--- src/rtl/framebuffer_controller_pkg.sv ---
// Shared definitions for the frame buffer controller: state encodings and the
// default display geometry, which must stay in step with display_driver.
package framebuffer_controller_pkg;

  localparam int FB_DEF_ROWS    = 8;
  localparam int FB_DEF_COLUMNS = 32;
  localparam int FB_DEF_DATA_W  = 24;

  typedef enum logic [1:0] {
    FB_IDLE      = 2'd0,
    FB_FLIP_WAIT = 2'd1,
    FB_CLEAR     = 2'd2
  } fb_state_t;

endpackage

--- src/rtl/framebuffer_controller_arbiter.sv ---
// Two-way round-robin arbiter for the shared BRAM write port.
// Grants are combinational; last_grant advances on every transfer.
module fb_rr_arbiter (
  input  logic i_clk,
  input  logic i_rst,
  input  logic i_en,
  input  logic i_valid0,
  input  logic i_valid1,
  output logic o_grant0,
  output logic o_grant1
);

  logic r_last_grant;

  // On a tie the requester that was not served last wins.
  assign o_grant0 = i_en & i_valid0 & (~i_valid1 | r_last_grant);
  assign o_grant1 = i_en & i_valid1 & (~i_valid0 | ~r_last_grant);

  always_ff @(posedge i_clk or negedge i_rst) begin
    if (!i_rst) begin
      r_last_grant <= 1'b1;
    end else if (o_grant0) begin
      r_last_grant <= 1'b0;
    end else if (o_grant1) begin
      r_last_grant <= 1'b1;
    end
  end

endmodule

--- src/rtl/framebuffer_controller.sv ---
// Double-buffered frame memory controller: arbitrated back-bank writes,
// flip synchronised to the driver's safe_flip window, and optional back-bank clear.
module framebuffer_controller
  import framebuffer_controller_pkg::*;
#(
  parameter int rows       = FB_DEF_ROWS,
  parameter int columns    = FB_DEF_COLUMNS,
  parameter int data_width = FB_DEF_DATA_W,
  localparam int RW    = $clog2(rows),
  localparam int CW    = $clog2(columns),
  localparam int AW    = RW + CW,
  localparam int DEPTH = rows * columns
) (
  input  logic                  i_clk,
  input  logic                  i_rst,
  input  logic [RW-1:0]         i_row,
  input  logic [CW-1:0]         i_column,
  input  logic                  i_safe_flip,
  output logic [AW:0]           o_rd_addr,
  output logic                  o_front_bank,
  input  logic                  i_req0_valid,
  input  logic                  i_req1_valid,
  output logic                  o_req0_ready,
  output logic                  o_req1_ready,
  input  logic [AW-1:0]         i_req0_addr,
  input  logic [AW-1:0]         i_req1_addr,
  input  logic [data_width-1:0] i_req0_data,
  input  logic [data_width-1:0] i_req1_data,
  output logic                  o_wr_en,
  output logic [AW:0]           o_wr_addr,
  output logic [data_width-1:0] o_wr_data,
  input  logic                  i_flip_req,
  input  logic                  i_clear_on_flip,
  input  logic                  i_clear_req,
  output logic                  o_busy,
  output logic                  o_flip_done
);

  localparam logic [AW-1:0] LAST_CNT = AW'(DEPTH - 1);

  fb_state_t             r_state;
  logic                  r_front_bank;
  logic                  r_clr_latch;
  logic [AW-1:0]         r_cnt;
  logic                  r_wr_en;
  logic [AW:0]           r_wr_addr;
  logic [data_width-1:0] r_wr_data;
  logic                  r_flip_done;

  logic w_arb_en;
  logic w_gnt0;
  logic w_gnt1;

  // No transfer may share a cycle with the IDLE exit, so block on pending commands.
  assign w_arb_en = (r_state == FB_IDLE) & ~i_flip_req & ~i_clear_req;

  fb_rr_arbiter u_arb (
    .i_clk    (i_clk),
    .i_rst    (i_rst),
    .i_en     (w_arb_en),
    .i_valid0 (i_req0_valid),
    .i_valid1 (i_req1_valid),
    .o_grant0 (w_gnt0),
    .o_grant1 (w_gnt1)
  );

  assign o_req0_ready = w_gnt0;
  assign o_req1_ready = w_gnt1;
  assign o_rd_addr    = {r_front_bank, i_row, i_column};
  assign o_front_bank = r_front_bank;
  assign o_wr_en      = r_wr_en;
  assign o_wr_addr    = r_wr_addr;
  assign o_wr_data    = r_wr_data;
  assign o_busy       = (r_state != FB_IDLE);
  assign o_flip_done  = r_flip_done;

  always_ff @(posedge i_clk or negedge i_rst) begin
    if (!i_rst) begin
      r_state      <= FB_IDLE;
      r_front_bank <= 1'b0;
      r_clr_latch  <= 1'b0;
      r_cnt        <= '0;
      r_wr_en      <= 1'b0;
      r_wr_addr    <= '0;
      r_wr_data    <= '0;
      r_flip_done  <= 1'b0;
    end else begin
      r_wr_en     <= 1'b0;
      r_flip_done <= 1'b0;

      if (w_gnt0) begin
        r_wr_en   <= 1'b1;
        r_wr_addr <= {~r_front_bank, i_req0_addr};
        r_wr_data <= i_req0_data;
      end else if (w_gnt1) begin
        r_wr_en   <= 1'b1;
        r_wr_addr <= {~r_front_bank, i_req1_addr};
        r_wr_data <= i_req1_data;
      end

      case (r_state)
        FB_IDLE: begin
          if (i_flip_req) begin
            r_state     <= FB_FLIP_WAIT;
            r_clr_latch <= i_clear_on_flip;
          end else if (i_clear_req) begin
            r_state <= FB_CLEAR;
            r_cnt   <= '0;
          end
        end
        FB_FLIP_WAIT: begin
          if (i_safe_flip) begin
            r_front_bank <= ~r_front_bank;
            r_flip_done  <= 1'b1;
            r_cnt        <= '0;
            r_state      <= r_clr_latch ? FB_CLEAR : FB_IDLE;
          end
        end
        FB_CLEAR: begin
          r_wr_en   <= 1'b1;
          r_wr_addr <= {~r_front_bank, r_cnt};
          r_wr_data <= '0;
          // Wrap on DEPTH-1 so non-power-of-two geometries never clear past the bank.
          if (r_cnt == LAST_CNT) begin
            r_cnt   <= '0;
            r_state <= FB_IDLE;
          end else begin
            r_cnt <= r_cnt + 1'b1;
          end
        end
        default: r_state <= FB_IDLE;
      endcase
    end
  end

endmodule

--- config.mk ---
export PLATFORM = sky130hd
export DESIGN_NAME = framebuffer_controller
export DESIGN_NICKNAME = d
export VERILOG_FILES = /design/src/rtl/framebuffer_controller_pkg.sv /design/src/rtl/framebuffer_controller_arbiter.sv /design/src/rtl/framebuffer_controller.sv
export SDC_FILE = /design/constraint.sdc
export NUM_CORES = 1
export LEC_CHECK = 0
export ABC_AREA = 1
export BUFFER_PORTS_ARGS = -buffer_cell sky130_fd_sc_hd__buf_2
export CORE_UTILIZATION = 47
export DETAILED_ROUTE_END_ITERATION = 8
export PLACE_DENSITY = 0.77
export REMOVE_ABC_BUFFERS = 1
export SLEW_MARGIN = 20
export SYNTH_ARGS = -nofsm -noshare
export SYNTH_HDL_FRONTEND = slang
export SYNTH_SLANG_ARGS = --single-unit
--- constraint.sdc ---
create_clock -name i_clk -period 1.6 [get_ports i_clk]
set_input_delay 0.16 -clock i_clk [delete_from_list [all_inputs] [get_ports i_clk]]
set_output_delay 0.16 -clock i_clk [all_outputs]
set_load 0.01 [all_outputs]
==> results.toml, run 1 <==
[outcome]
status = "complete, no violations"

[floorplanning]
die_area_sq_um = 6164
core_region_area_sq_um = 5574
num_io_pins = 128
start_util = 0.4936
die_y_microns = 78.51
num_rows = 27
die_w_microns = 78.51

[finish]
n_fill_cell = 483
multiInputGateArea_sq_um = 1204
drive_above_1_share = 0.4040
seq_area_sq_um = 1206
antennaDiodeCount = 0
fin_area_sq_um = 3617
layout.nets = 533
syn2layout_area_growth_pct = 31.47

[timing]
skew_ns = 0.009493
hold_viol = 0
slew_headroom = 0.7208
rsz0062_at_grt = "yes"
period_needed_ns = 1.541
post-route-period-util = 0.9634
worst_pin_slew_ns = 0.4188
slew_violations = 0
fin_hold_ws_ns = 0.08441
fmax_ghz = 0.6487
finalSetupViolations = 0

[detailed_routing]
vias_per_cell = 5.019
drtAntennaViolNets = 0
wl_mm = 6.786
drt_iter0_markers = 122
firstDrtPassIters = 4
drc = 0
num_vias = 2635
post_drt_wl_per_cell_microns = 12.93

[pwr]
powerDensity_nw_per_um2 = 1477
ir_drop_v = 0.0007644
cellLeakagePower_nw = 2.216

[worst_setup_path]
path_cells = "nor2_4 > nand2_4 > inv_8 > nand2_4 > buf_4 > bufbuf_16 > nand2_1 > o211ai_2 > nand2_1"
cp_num_buf_inv = 3
path_max_fanout = 16
path_class = "register to register"
max_stage_delay_ns = 0.44
slowest_stage = "dfrtp_2"
path_delay_family = "buffers and inverters"
worstPathRequired_ns = 1.84
crit_path_end_kind = "register"
start_kind = "register"
arrival_ns = 1.79

[placement]
place_congestion = 0.8998
place_hpwl_mm = 4.954
port-buffer-count = 111
placed_area_sq_um = 3341

[cts]
cts.sinks = 48
cts_buffer_depth = 2
cts_buffers = 5
cts_htree_levels = 2
worstSkewPairLatency_ns = 0.30
cts_tree = "yes"
cts_root_buf = "clkbuf_8"
path_clk_slew_ns = 0.09

[synth]
yosysWarnings = 0
syn-cell-area_sq_um = 2751
netlist.area_leader.share = 0.4275
synth-seq-cells = 48
ys_seq_area_frac = 0.4370
synth_cell_types = 29
synthTopCellsByArea = "dfrtp_1, nand2_1, o211ai_2, inv_1, nand3_1"
synthCells = 335
synth_area_leader_cell = "dfrtp_1"
syn_avg_cell_area_sq_um = 8.213

[global_route]
grt.total_usage = 0.2274
grt_max_degree = 33
grt_overflow = 0
grt_pass1_vias = 2382
antenna_found_initial = 0
grt_pass1_wl_mm = 11.05

[min_path]
hold_class = "input port to register"

[run]
cap_viol_max_count = 0
-- through the flow --
stage	util	setup slack (ns)	cells	TNS [ns]	total power, W
5_1_grt	0.6489	-0.01787	525	-0.1227	0.005727
4_1_cts	0.6391	0.01633	520	0	0.005308
3_3_place_gp	0.5993	0.1427	505	0	0.004102
3_5_place_dp	0.5993	0.1067	505	0	0.004154
6_report	0.6489	0.05857	525	0	0.005344
2_1_floorplan	-	-0.4859	312	-15.19	0.003165
-- sequential cells by signal (all words and copies together) (netlist names) --
register            cells
o_wr_data              24
o_front_bank            1
u_arb.r_last_grant      1
r_state                 2
o_flip_done             1
o_wr_en                 1
r_clr_latch             1
r_cnt                   8
o_wr_addr               9
-- layer usage --
layer / GRT usage / vias to the layer above / wire (microns)
met5: 0 / - / 0
met4: 0.05741 / 0 / 63
met3: 0.05581 / 7 / 490
met2: 0.3843 / 112 / 3211
met1: 0.2897 / 1231 / 3021
li1: - / 1285 / -
-- power by group --
part           internal [W]  leakage [nW]  switching [W]
clock              0.000625        0.0654       0.000411
sequential          0.00167         0.630       0.000281
combinational       0.00100          1.52        0.00135
total               0.00330          2.22        0.00204
-- cell type report --
cell class                      count  share of cell area
Sequential cell                    48              0.3334
Multi-Input combinational cell    218              0.3328
Timing Repair Buffer              133              0.2224
Inverter                           46             0.04981
Tap cell                           72             0.02490
Clock buffer                        6             0.02006
Clock inverter                      2             0.01660
-- cell usage in the layout, fill, tap and decap left out, types with 2 or more instances in the layout --
master and count:
a21oi_4 2, buf_4 16, buf_2 110, o211ai_2 24, o21ai_0 4, nand3b_1 7
nand3_1 23, nand2_4 2, nand4_1 4, xor2_1 2, nor2_1 11, clkbuf_8 5
bufinv_16 2, buf_12 4, dfrtp_2 3, dfrtp_1 44, nand2_1 126, inv_2 4
o22ai_1 2, inv_1 41, nand2_2 2
-- worst register-to-register path, cell delays in order, from the launching register on --
cell	delay, ns
dfrtp_2	0.44
nor2_4	0.14
nand2_4	0.10
inv_8	0.08
nand2_4	0.06
buf_4	0.15
bufbuf_16	0.28
nand2_1	0.08
o211ai_2	0.08
nand2_1	0.08
-- cell usage after synthesis, drive strengths merged --
library cell,n
xnor2,1
buf,23
xor2,2
o21bai,1
nand4,4
dfstp,1
or2,1
nand3,23
mux2,1
o211ai,24
o21ai,4
nand2,130
nand3b,7
a31oi,1
o22ai,2
inv,46
dfrtp,47
ha,1
a21oi,3
nor2,13
-- timing repair --
action | 4_1_cts | 5_1_grt
pin swaps | 3 | 3
hold endpoints to repair | 15 | 0
gates cloned | 1 | 0
hold buffers | 1 | 0
endpoints found under the setup margin | 1 | 24
buffers inserted | 5 | 5
resized for setup | 4 | 8
-- kinds of logic after synthesis --
family                     count (synthesis)  share of synthesized area
muxes                                      1                   0.004092
AOI/OAI and AO/OA                         35                     0.1396
adders and majority gates                  1                   0.004547
and+or+nand+nor                          178                     0.2756
xor gates and xnor gates                   3                   0.009552
buffers and inverters                     69                     0.1296
DFF                                       48                     0.4370
-- path summary, 6_finish.rpt --
check                                     start            to  slack, ns  cells after the start
worst max-delay path                 r_state[0]  o_wr_data[6]       0.06                      9
worst min-delay path            i_clear_on_flip   r_clr_latch       0.08                      2
worst max register to register       r_state[0]  o_wr_data[6]       0.06                      9
worst min register to register     o_wr_addr[1]  o_wr_addr[1]       0.48                      2
max in group asynchronous                 i_rst      r_cnt[1]       0.73                      3
min in group asynchronous                 i_rst  o_front_bank       0.34                      2
(Power assumes the default switching activity.)
==> inputs of run 2 (changes only) <==
ABC_AREA = default   (was 1)
CORE_UTILIZATION = 46   (was 47)
==> run 2 against run 1 <==
Net effect: the flow now finishes with violations (setup timing); critical path depth down 3; cell count fell by 14%; utilization increased by 3.3 points; critical endpoint is now o_req0_ready; largest cell class is now multi-input gates.
==> results.toml, run 2 <==
[outcome]
status = "complete, but fails checks"
violations = "setup timing"

[pwr]
p_total_w = 0.005424
ir_drop_v = 0.0007690
cellLeakagePower_nw = 1.927
powerDensity_nw_per_um2 = 1528

[global_route]
grt_overflow = 0
grt_max_degree = 27
grt_pass1_vias = 2292
grt.total_usage = 0.2387
antenna_found_initial = 0
grt_pass1_wl_mm = 10.90

[synth]
synthArstFlopShare = 1.000
synth_common_cells = "dfrtp_1, nand3_1, o21ai_1"
synth_ff_type = "dfrtp_1"
yosysWarnings = 0
yosysMostFrequentCell = "dfrtp_1"
netlist.area_leader.share = 0.4640
syn-cell-area_sq_um = 2535
synth_cell_types = 43
syn_avg_cell_area_sq_um = 10.02
synthCells = 253
synth_edf_count = 0
synthTopCellsByArea = "dfrtp_1, mux2i_1, nand3_1, o21ai_1, buf_4"
ys_seq_area_frac = 0.4743
synth-seq-cells = 48
synth_area_leader_cell = "dfrtp_1"

[detailed_routing]
firstDrtPassIters = 4
wl_mm = 7.015
post_drt_wl_per_cell_microns = 15.45
vias_per_cell = 5.452
drtAntennaViolNets = 0
drc = 0
drt_iter0_markers = 106
num_vias = 2475

[timing]
worst_pin_slew_ns = 0.6022
rsz0062_at_grt = "yes"
hold_viol = 0
fmax_ghz = 0.5906
slew_headroom = 0.5981
finalSetupViolations = 25
setup_ws_ns = -0.09318
period_needed_ns = 1.693
post-route-period-util = 1.058
slew_violations = 0
skew_ns = 0.004879

[cts]
cts_tree = "yes"
cts_buffer_depth = 2
cts_buffers = 5
cts_root_buf = "clkbuf_8"
cts.sinks = 48
cts_htree_levels = 2
path_clk_slew_ns = 0.09
worstSkewPairLatency_ns = 0.31

[worst_setup_path]
startpoint = "r_state[0]"
path_class = "register to output port"
start_kind = "register"
arrival_ns = 1.53
path_max_fanout = 2
crit_path_end_kind = "output port"
rr_startpoint = "r_state[0]"
worstPathRequired_ns = 1.44

[floorplanning]
core_region_area_sq_um = 5205
start_util = 0.4870
num_io_pins = 128
die_area_sq_um = 5812
die_y_microns = 76.24
num_rows = 26
die_w_microns = 76.24

[min_path]
hold_class = "input port to register"
hp-start = "i_clear_on_flip"

[finish]
syn2layout_area_growth_pct = 40.03
largest_reg_flops = 24
multiInputGateArea_sq_um = 1216
seq_area_sq_um = 1205
final_common_cell = "buf_2"
drive_above_1_share = 0.4792
antennaDiodeCount = 0
layout.nets = 464
instances_no_fill = 454
n_fill_cell = 413
final_cell_mix = "buf_2, dfrtp_1, nand3_1, o21ai_1, buf_4"

[placement]
place_ws_ns = -0.08090
place_hpwl_mm = 4.924
place_congestion = 0.8440
port-buffer-count = 111
dp_cells = 434

[run]
cap_viol_max_count = 0
run 2: changes by cell type after synthesis, moves of 5 or more:
cell,delta
a21oi_1,+5
a22oi_1,+7
and3_1,+6
clkbuf_1,+5
inv_1,-40
mux2i_1,+25
nand2_1,-118
nand3_1,+7
nand3b_1,-7
o211ai_2,-24
o21ai_1,+30
run 2: layer usage:
metal  track usage  up-vias  share of wire
li1              -     1170              -
met1        0.2914     1181           0.41
met2        0.3991      110           0.50
met3       0.06108       14          0.070
met4        0.1019        0          0.021
met5             0        -              0
run 2: final timing paths:
| kind | slack, ns | to | cells past startpoint |
|---|---|---|---|
| setup / recovery | -0.09 | o_req0_ready | 6 |
| hold / removal | 0.10 | r_clr_latch | 2 |
| setup reg to reg | -0.05 | o_wr_addr[5] | 7 |
| hold reg to reg | 0.51 | o_wr_data[5] | 2 |
| max in group asynchronous | 0.78 | r_state[0] | 3 |
| min in group asynchronous | 0.25 | o_wr_addr[2] | 2 |
run 2: power by group:
group / total (W) / internal (W) / switching (W)
clock: 0.000774 / 0.000354 / 0.000420
sequential: 0.00199 / 0.00171 / 0.000282
combinational: 0.00266 / 0.00124 / 0.00142
total: 0.00542 / 0.00330 / 0.00212
run 2: layout make-up:
| type | count | area share |
|---|---|---|
| tap | 70 | 0.02467 |
| clock inverter | 2 | 0.003877 |
| timing repair buffer | 148 | 0.2584 |
| sequential | 48 | 0.3394 |
| clock buffer | 6 | 0.02326 |
| inverter | 5 | 0.007755 |
| multi-input combinational | 175 | 0.3426 |
run 2: logic make-up (layout without fill, tap and decap cells):
family	count (synthesis)	in the layout	synth area share
adders and majority gates	1	1	0.004935
xor gates and xnor gates	1	1	0.003456
buffers and inverters	30	161	0.07304
and+or+nand+nor	75	75	0.1649
DFF	48	48	0.4743
muxes	27	27	0.1076
AOI/OAI and AO/OA	71	71	0.1718
run 2: through the flow:
step | utilization | instance area (sq um) | hold WS (ns) | setup TNS, ns
floorplan | - | 2369 | -0.1356 | -11.49
global placement | 0.6209 | 3232 | 0.04906 | 0
detailed placement | 0.6209 | 3232 | 0.04803 | -0.1843
CTS | 0.6599 | 3435 | 0.09387 | -1.185
global route | 0.6820 | 3550 | 0.09972 | -2.419
finish | 0.6820 | 3550 | 0.1017 | -0.6823
run 2: timing repair:
item                                    4_1_cts  5_1_grt
hold buffers                                  1        0
gates cloned                                  1        0
pin swaps                                     1        4
hold endpoints to repair                     10        0
gates resized for setup                      10       21
endpoints found under the setup margin       22       40
setup buffers                                 5        5
run 2: worst max-delay path, stage by stage (launching register included):
cell and delay [ns]:
dfrtp_2 0.43, nor4_4 0.26, buf_4 0.17, nand3_4 0.09, buf_12 0.15, clkinv_4 0.03
buf_6 0.08
==> inputs of run 3 (changes only) <==
SYNTH_HIERARCHICAL = 1   (was default)
==> run 3 against run 2 <==
Net effect: the run still ends with setup timing left; via count increased by 0.89%; clock skew increased by 0.0047 ns; non-clock buffer count increased by 10; utilization increased by 5.6 points; fmax decreased by 16%; clock-buffer cell count increased by 1.
==> results.toml, run 3 <==
[outcome]
status = "complete, but fails checks"
violations = "setup timing"

[timing]
slew_violations = 0
fmax_ghz = 0.4961
post-route-period-util = 1.260
slew_headroom = 0.7688
fin_hold_ws_ns = 0.06085
period_needed_ns = 2.016
finalSetupViolations = 36
rsz0062_at_grt = "yes"
hold_viol = 0
worst_pin_slew_ns = 0.3456
setup_ws_ns = -0.4158
skew_ns = 0.009561

[worst_setup_path]
crit_path_end_kind = "register"
arrival_ns = 2.20
path_class = "register to register"
path_max_fanout = 6
worstPathRequired_ns = 1.79
start_kind = "register"

[global_route]
grt_pass1_vias = 2062
grt_overflow = 0
grt_max_degree = 27
antenna_found_initial = 0
grt_pass1_wl_mm = 8.963
grt.total_usage = 0.2123

[synth]
synth_edf_count = 0
syn_avg_cell_area_sq_um = 9.476
synth-seq-cells = 48
syn-cell-area_sq_um = 2511
synth_ff_type = "dfrtp_1"
netlist.area_leader.share = 0.4684
yosysWarnings = 6
synthCells = 265
synthArstFlopShare = 1.000
ys_seq_area_frac = 0.4788
yosysMostFrequentCell = "nor2_1"
synth_cell_types = 34
synthTopCellsByArea = "dfrtp_1, mux2i_1, nor2_1, a21oi_1, buf_4"
synth_common_cells = "nor2_1, dfrtp_1, a21oi_1"
synth_area_leader_cell = "dfrtp_1"

[pwr]
netSwitchingPower_w = 0.002346
p_comb_frac = 0.513
ir_drop_v = 0.0008323
p_total_w = 0.006118
powerDensity_nw_per_um2 = 1603
p_sw_frac = 0.3834
power.internal_w = 0.003773
cellLeakagePower_nw = 1.963
clkPwrFrac = 0.157
pwr-share-seq = 0.330

[detailed_routing]
firstDrtPassIters = 4
post_drt_wl_per_cell_microns = 15.75
drt_iter0_markers = 136
wl_mm = 7.499
drc = 0
num_vias = 2497
vias_per_cell = 5.246
drtAntennaViolNets = 0

[finish]
drive_above_1_share = 0.4655
final_common_cell = "buf_2"
antennaDiodeCount = 0
largest_reg_flops = 24
final_cell_mix = "buf_2, nor2_1, dfrtp_1"
layout.nets = 486
final_core_util = 0.7380
syn2layout_area_growth_pct = 52.02
n_fill_cell = 359

[floorplanning]
num_io_pins = 128
die_w_microns = 75.89
num_rows = 26
die_area_sq_um = 5759
core_region_area_sq_um = 5172
die_y_microns = 75.89
start_util = 0.4855

[cts]
cts_buffer_depth = 2
path_clk_slew_ns = 0.09
cts.sinks = 48
cts_htree_levels = 2
cts_tree = "yes"
cts_buffers = 5
cts_root_buf = "clkbuf_8"
worstSkewPairLatency_ns = 0.30

[placement]
place_ws_ns = -0.4093
place_congestion = 0.8096
port-buffer-count = 111
place_hpwl_mm = 4.457

[run]
cap_viol_max_count = 0

[min_path]
hold_class = "input port to register"
==> run 3: cell types whose count changed in the layout (fill, tap and decap cells not counted), moves of 7 or more <==
cell,before,now
o21ai_1,30,10
a22oi_1,7,0
mux2i_1,22,31
nand3_1,30,3
nor2_1,10,57
a21oi_1,6,29
==> run 3: repair_timing <==
action,in CTS,in global routing
pin swaps,6,22
gates resized for setup,9,31
hold buffers,1,0
setup buffers,7,16
endpoints found under the hold margin,47,0
gates cloned,1,5
setup endpoints to repair,36,41
==> run 3: per-layer routing <==
layer	GRT usage	vias up	routed length (microns)
li1	-	1186	-
met1	0.2502	1173	3084
met2	0.3845	127	3801
met3	0.06085	11	539
met4	0.04321	0	73
met5	0	-	0
==> run 3: worst paths after layout <==
check	start	slack [ns]	endpoint	cells past startpoint
max in group asynchronous	i_rst	0.92	u_arb/r_last_grant	3
min in group asynchronous	i_rst	0.40	r_cnt[5]	3
setup / recovery	r_state[1]	-0.42	o_wr_data[19]	11
setup reg to reg	r_state[1]	-0.42	o_wr_data[19]	11
hold reg to reg	o_wr_addr[0]	0.49	o_wr_addr[0]	2
hold / removal	i_clear_on_flip	0.06	r_clr_latch	2
==> run 3: cell type report <==
| class | instances | area (sq um) | share of cell area |
|---|---|---|---|
| clock inverter | 1 | 30.03 | 0.007866 |
| inverter | 4 | 15.01 | 0.003933 |
| sequential | 48 | 1202 | 0.3150 |
| clock buffer | 7 | 96.34 | 0.02524 |
| multi-input combinational | 188 | 1211 | 0.3173 |
| timing repair buffer | 158 | 1175 | 0.3078 |
| tap | 70 | 87.58 | 0.02294 |
==> run 3: logic make-up (layout without fill, tap and decap cells) <==
group                    count (synthesis)  count (layout)  share of synthesized area
AO/OA/AOI/OAI                           64              64                     0.1480
XOR/XNOR                                 1               1                   0.003488
adder cells (fa/ha/maj)                  1               1                   0.004982
buffers and inverters                   29             170                    0.07374
flip-flops                              48              48                     0.4788
multiplexers                            34              34                     0.1385
AND/OR/NAND/NOR                         88              88                     0.1525
==> run 3: critical path, cell delays in order, from the launching register on <==
cell     delay (ns)
dfrtp_1        0.40
nor2_2         0.15
inv_2          0.07
nor3_4         0.18
nand2_2        0.11
a21oi_4        0.14
buf_12         0.15
buf_12         0.13
mux2i_1        0.24
nor2_1         0.10
a21oi_1        0.17
nor2_1         0.06
==> run 3: metrics by stage <==
step | instance area [sq um] | std cells | setup TNS [ns]
after floorplan | 2341 | 240 | -92.34
after global placement | 3219 | 441 | -8.485
after detailed placement | 3219 | 441 | -11.58
after CTS | 3480 | 458 | -10.47
after global routing | 3817 | 476 | -14.21
final | 3817 | 476 | -9.723
==> run 3: power groups by stage <==
| stage | clock network (W) | logic, W | registers (W) |
|---|---|---|---|
| after detailed placement | 0 | 0.00257 | 0.00200 |
| after global routing | 0.00102 | 0.00345 | 0.00206 |
| after global placement | 0 | 0.00251 | 0.00198 |
| final | 0.000959 | 0.00314 | 0.00202 |
| after floorplan | 0 | 0.00122 | 0.00221 |
| after CTS | 0.000975 | 0.00267 | 0.00198 |
